### src/rtl/sign_mag_add.sv
// Registered N-bit sign-magnitude adder.
// Purpose : sums two sign-magnitude operands (MSB = sign, 1 = negative) and
//           registers the result with one clock of latency. The magnitude
//           wraps on overflow, and an overflow flag is raised alongside it.
//           Negative zero is never produced on the output.
// Ports   : clk   - system clock, rising edge
//           reset - asynchronous active-high reset, clears sum/ovf
//           a, b  - N-bit sign-magnitude operands
//           sum   - registered N-bit sign-magnitude result
//           ovf   - registered flag, true magnitude did not fit in N-1 bits
module sign_mag_add #(
    parameter int unsigned N = 4
) (
    input  logic         clk,
    input  logic         reset,
    input  logic [N-1:0] a,
    input  logic [N-1:0] b,
    output logic [N-1:0] sum,
    output logic         ovf
);

    localparam int unsigned MW = N - 1;

    logic [MW-1:0] mag_a;
    logic [MW-1:0] mag_b;
    logic [MW-1:0] max_mag;
    logic [MW-1:0] min_mag;
    logic          max_sgn;
    logic [N-1:0]  mag_sum;
    logic [MW-1:0] res_mag;
    logic          res_sgn;

    logic [N-1:0]  sum_d, sum_q;
    logic          ovf_d, ovf_q;

    // Order operands by magnitude; ties go to b
    always_comb begin
        mag_a = a[MW-1:0];
        mag_b = b[MW-1:0];
        if (mag_a > mag_b) begin
            max_mag = mag_a;
            min_mag = mag_b;
            max_sgn = a[N-1];
        end else begin
            max_mag = mag_b;
            min_mag = mag_a;
            max_sgn = b[N-1];
        end
    end

    // Add or subtract magnitudes, then normalize a zero result to +0
    always_comb begin
        mag_sum = N'(max_mag) + N'(min_mag);
        res_mag = '0;
        res_sgn = 1'b0;
        ovf_d   = 1'b0;
        sum_d   = '0;
        if (a[N-1] == b[N-1]) begin
            res_mag = mag_sum[MW-1:0];
            res_sgn = a[N-1];
            ovf_d   = mag_sum[MW];
        end else begin
            // max_mag >= min_mag, so this never goes negative
            res_mag = max_mag - min_mag;
            res_sgn = max_sgn;
        end
        if (res_mag != '0) begin
            sum_d = {res_sgn, res_mag};
        end
    end

    // Output registers
    always_ff @(posedge clk or posedge reset) begin
        if (reset) begin
            sum_q <= '0;
            ovf_q <= 1'b0;
        end else begin
            sum_q <= sum_d;
            ovf_q <= ovf_d;
        end
    end

    assign sum = sum_q;
    assign ovf = ovf_q;

endmodule

### config.mk
export PLATFORM = sky130hd
export DESIGN_NAME = sign_mag_add
export DESIGN_NICKNAME = d
export VERILOG_FILES = /design/src/rtl/sign_mag_add.sv
export SDC_FILE = /design/constraint.sdc
export NUM_CORES = 1
export LEC_CHECK = 0
export BUFFER_PORTS_ARGS = -buffer_cell sky130_fd_sc_hd__buf_2
export CAP_MARGIN = 20
export CORE_AREA = 10 10 47 49
export DETAILED_ROUTE_END_ITERATION = 16
export DIE_AREA = 0 0 57 59
export GPL_TIMING_DRIVEN = 0
export SYNTH_ARGS = -nofsm -noshare
export SYNTH_HDL_FRONTEND = slang
export SYNTH_SLANG_ARGS = --single-unit
### constraint.sdc
create_clock -name clk -period 1.15 [get_ports clk]
set_input_delay 0.345 -clock clk [delete_from_list [all_inputs] [get_ports clk]]
set_output_delay 0.345 -clock clk [all_outputs]
set_load 0.01 [all_outputs]
==> flow_summary.ini <==
[status]
status = complete, but fails checks
violations = negative setup slack

[timing]
fin_hold_ws_ns = 0.468
slew_headroom_pct = 71.6
fin_crit_sh_pct = 178
setup_viol_count_final = 3
setup_slack_ns = -0.896
final_max_slew_viol_count = 0
layout_min_cycle_time_ns = 2.05
clock.fmax_mhz = 489
worst_slew_pin_slew_ns = 0.424
finalHoldViolations = 0
finalSetupTns_ns = -2.12
rsz0062_at_grt = true

[cells_and_area]
syn_to_final_growth_pct = 80.0
multi_input_comb_area_um2 = 378
ff_latch_area_um2 = 125
layout.nets = 98
fillers = 137
drive_gt1_share_pct = 55.7
antenna_cells = 0
post-route-util_pct = 56.3
stdcell_count = 95

[clocking]
path_clk_slew_ns = 0.04
cts_sinks = 5
cts_buffer_depth = 2
cts_tree = yes
cts-htree-levels = 1
cts_buffers = 3
cts-root-buf = clkbuf_4

[route]
dr.pass1.iters = 4
wl_per_cell_um = 11.8
drt_iter0_markers = 9
via_per_inst = 4.73
final_antenna_net_count = 0
drc_errors = 0
finalWirelength_mm = 1.12
vias = 449

[yosys]
ys_seq_elements = 5
synth.net_count = 68
synth_area_leaders = dfrtp_1 29%, ha_1 20%, inv_1 7.7%
avgSynthCellArea_um2 = 8.76
synth_area_um2 = 438
yosysTopAreaCellShare_pct = 28.6
ys_seq_area_share_pct = 28.6
synth_warnings = 0
yosys.cell_types.count = 20
synth.largest_area_cell = dfrtp_1
netlist_instances = 50

[setup_path]
crit_path_start = b[0]
critPathKind = in -> reg
crit_arrival_ns = 2.17
worstPathCellList = buf_4 -> ha_4 -> and3_4 -> a21oi_4 -> and2_4 -> a21oi_4 -> ha_4 -> nand2_2 -> o21a_1 -> inv_2 -> a2111o_1 -> and3_1
worst-path-stages = 12
crit_path_max_incr_delay_ns = 0.27
crit_buf_inv = 2
slowest_stage = ha_4
cp_top_family = compound AO/OA/AOI/OAI gates
crit_path_end = sum[3]
end_kind = flip-flop
cp.required_ns = 1.27
cp_max_fo = 4
start_kind = input port

[die]
start_util_pct = 31.3
fp.coreArea_um2 = 1400
ios = 15
core.rowCount = 14
dieArea_um2 = 3360
die_height_um = 59
die_w_um = 57

[power]
powerDensity_nw_per_um2 = 997
power_frac_comb_pct = 48.0
seqPwrFrac_pct = 26.9
clock_power_share_pct = 25.1
power.leakage_nw = 0.377
sw_frac_of_total_pct = 31.4
intPower_uw = 539
p_sw_uw = 247
ir_drop_mv = 0.397

[placed_design]
gp_congestion = 0.767
pre_cts_slack_ns = -1.39
place_inst = 80
dp_hpwl_um = 773
io_buffers = 14

[global_route]
track_usage_pct = 6.98
grt_antenna_before_repair = 0
grt_pass1_vias = 467
grt_pass1_wl_mm = 1.84
grt_overflow_total = 0
grt_max_degree = 6

[worst_hold_path]
hp-class = in -> reg

[run]
drv_cap = 0
==> what timing repair did <==
item	in CTS	in global routing
pin swaps	9	7
setup endpoints to repair	3	3
hold buffers	1	0
buffers inserted	8	2
resized for setup	23	5
endpoints found under the hold margin	5	0
==> through the flow <==
stage | total power [mW] | instance area (um2)
after detailed placement | 0.467 | 581
after global placement | 0.465 | 581
after floorplan | 0.384 | 490
after CTS | 0.753 | 748
final | 0.786 | 788
after global routing | 0.847 | 788
==> power by group through the flow <==
stage / Combinational, mW / Sequential (mW) / Clock, mW
6_report: 0.378 / 0.211 / 0.197
5_1_grt: 0.414 / 0.214 / 0.219
4_1_cts: 0.336 / 0.211 / 0.205
3_5_place_dp: 0.253 / 0.214 / 0
3_3_place_gp: 0.252 / 0.213 / 0
2_1_floorplan: 0.151 / 0.233 / 0
==> cell usage after synthesis (all sizes together) <==
library cell  instances
o21a                  1
ha                    7
a31oi                 1
nand3b                1
fa                    1
inv                   9
and3                  2
nor2b                 1
a2111o                1
nand2                 2
mux2i                 2
and2                  1
xor2                  2
nor3                  1
a21oi                 5
nor2                  7
dfrtp                 5
nand4                 1
==> worst min path at each step <==
stage,from,end,cells after the start
after floorplan,reset,ovf,1
after global placement,reset,sum[3],2
after detailed placement,reset,ovf,2
after CTS,b[0],sum[0],3
after global routing,b[2],ovf,4
final,b[2],ovf,4
==> sequential cells by signal (all words and copies together) (netlist names) <==
name and flops:
ovf 1, sum 4
==> layout by cell type, fill, tap and decap left out, types with 2 or more instances in the layout <==
cell      count
nor2_1        7
buf_2         9
xor2_1        2
ha_4          4
mux2i_1       2
buf_8         4
clkbuf_4      3
inv_2         2
a21oi_4       3
buf_4        11
inv_1         5
dfrtp_1       5
ha_1          3
==> cells by family after synthesis <==
logic type | synth area share [%]
AND/OR/NAND/NOR | 18.3
buffers and inverters | 7.71
AO/OA/AOI/OAI | 12.3
adder cells (fa/ha/maj) | 24.6
flip-flops | 28.6
XOR/XNOR | 4.00
multiplexers | 4.57
==> layer usage <==
layer  track usage, %  share of wire [%]  up-vias
met5                0                  0        -
met4             5.37                  0        0
met3             3.22                4.3        0
met2             12.6                 56       13
met1             5.85                 40      214
li1                 -                  -      222
==> layout make-up <==
| class | count | area share, % |
|---|---|---|
| multi-input cells | 36 | 47.9 |
| repair buffers | 25 | 25.1 |
| flip-flops and latches | 5 | 15.9 |
| inverters | 9 | 5.24 |
| clock buffers | 4 | 3.33 |
| well taps | 16 | 2.54 |
Power figures use the tool's default switching activity.
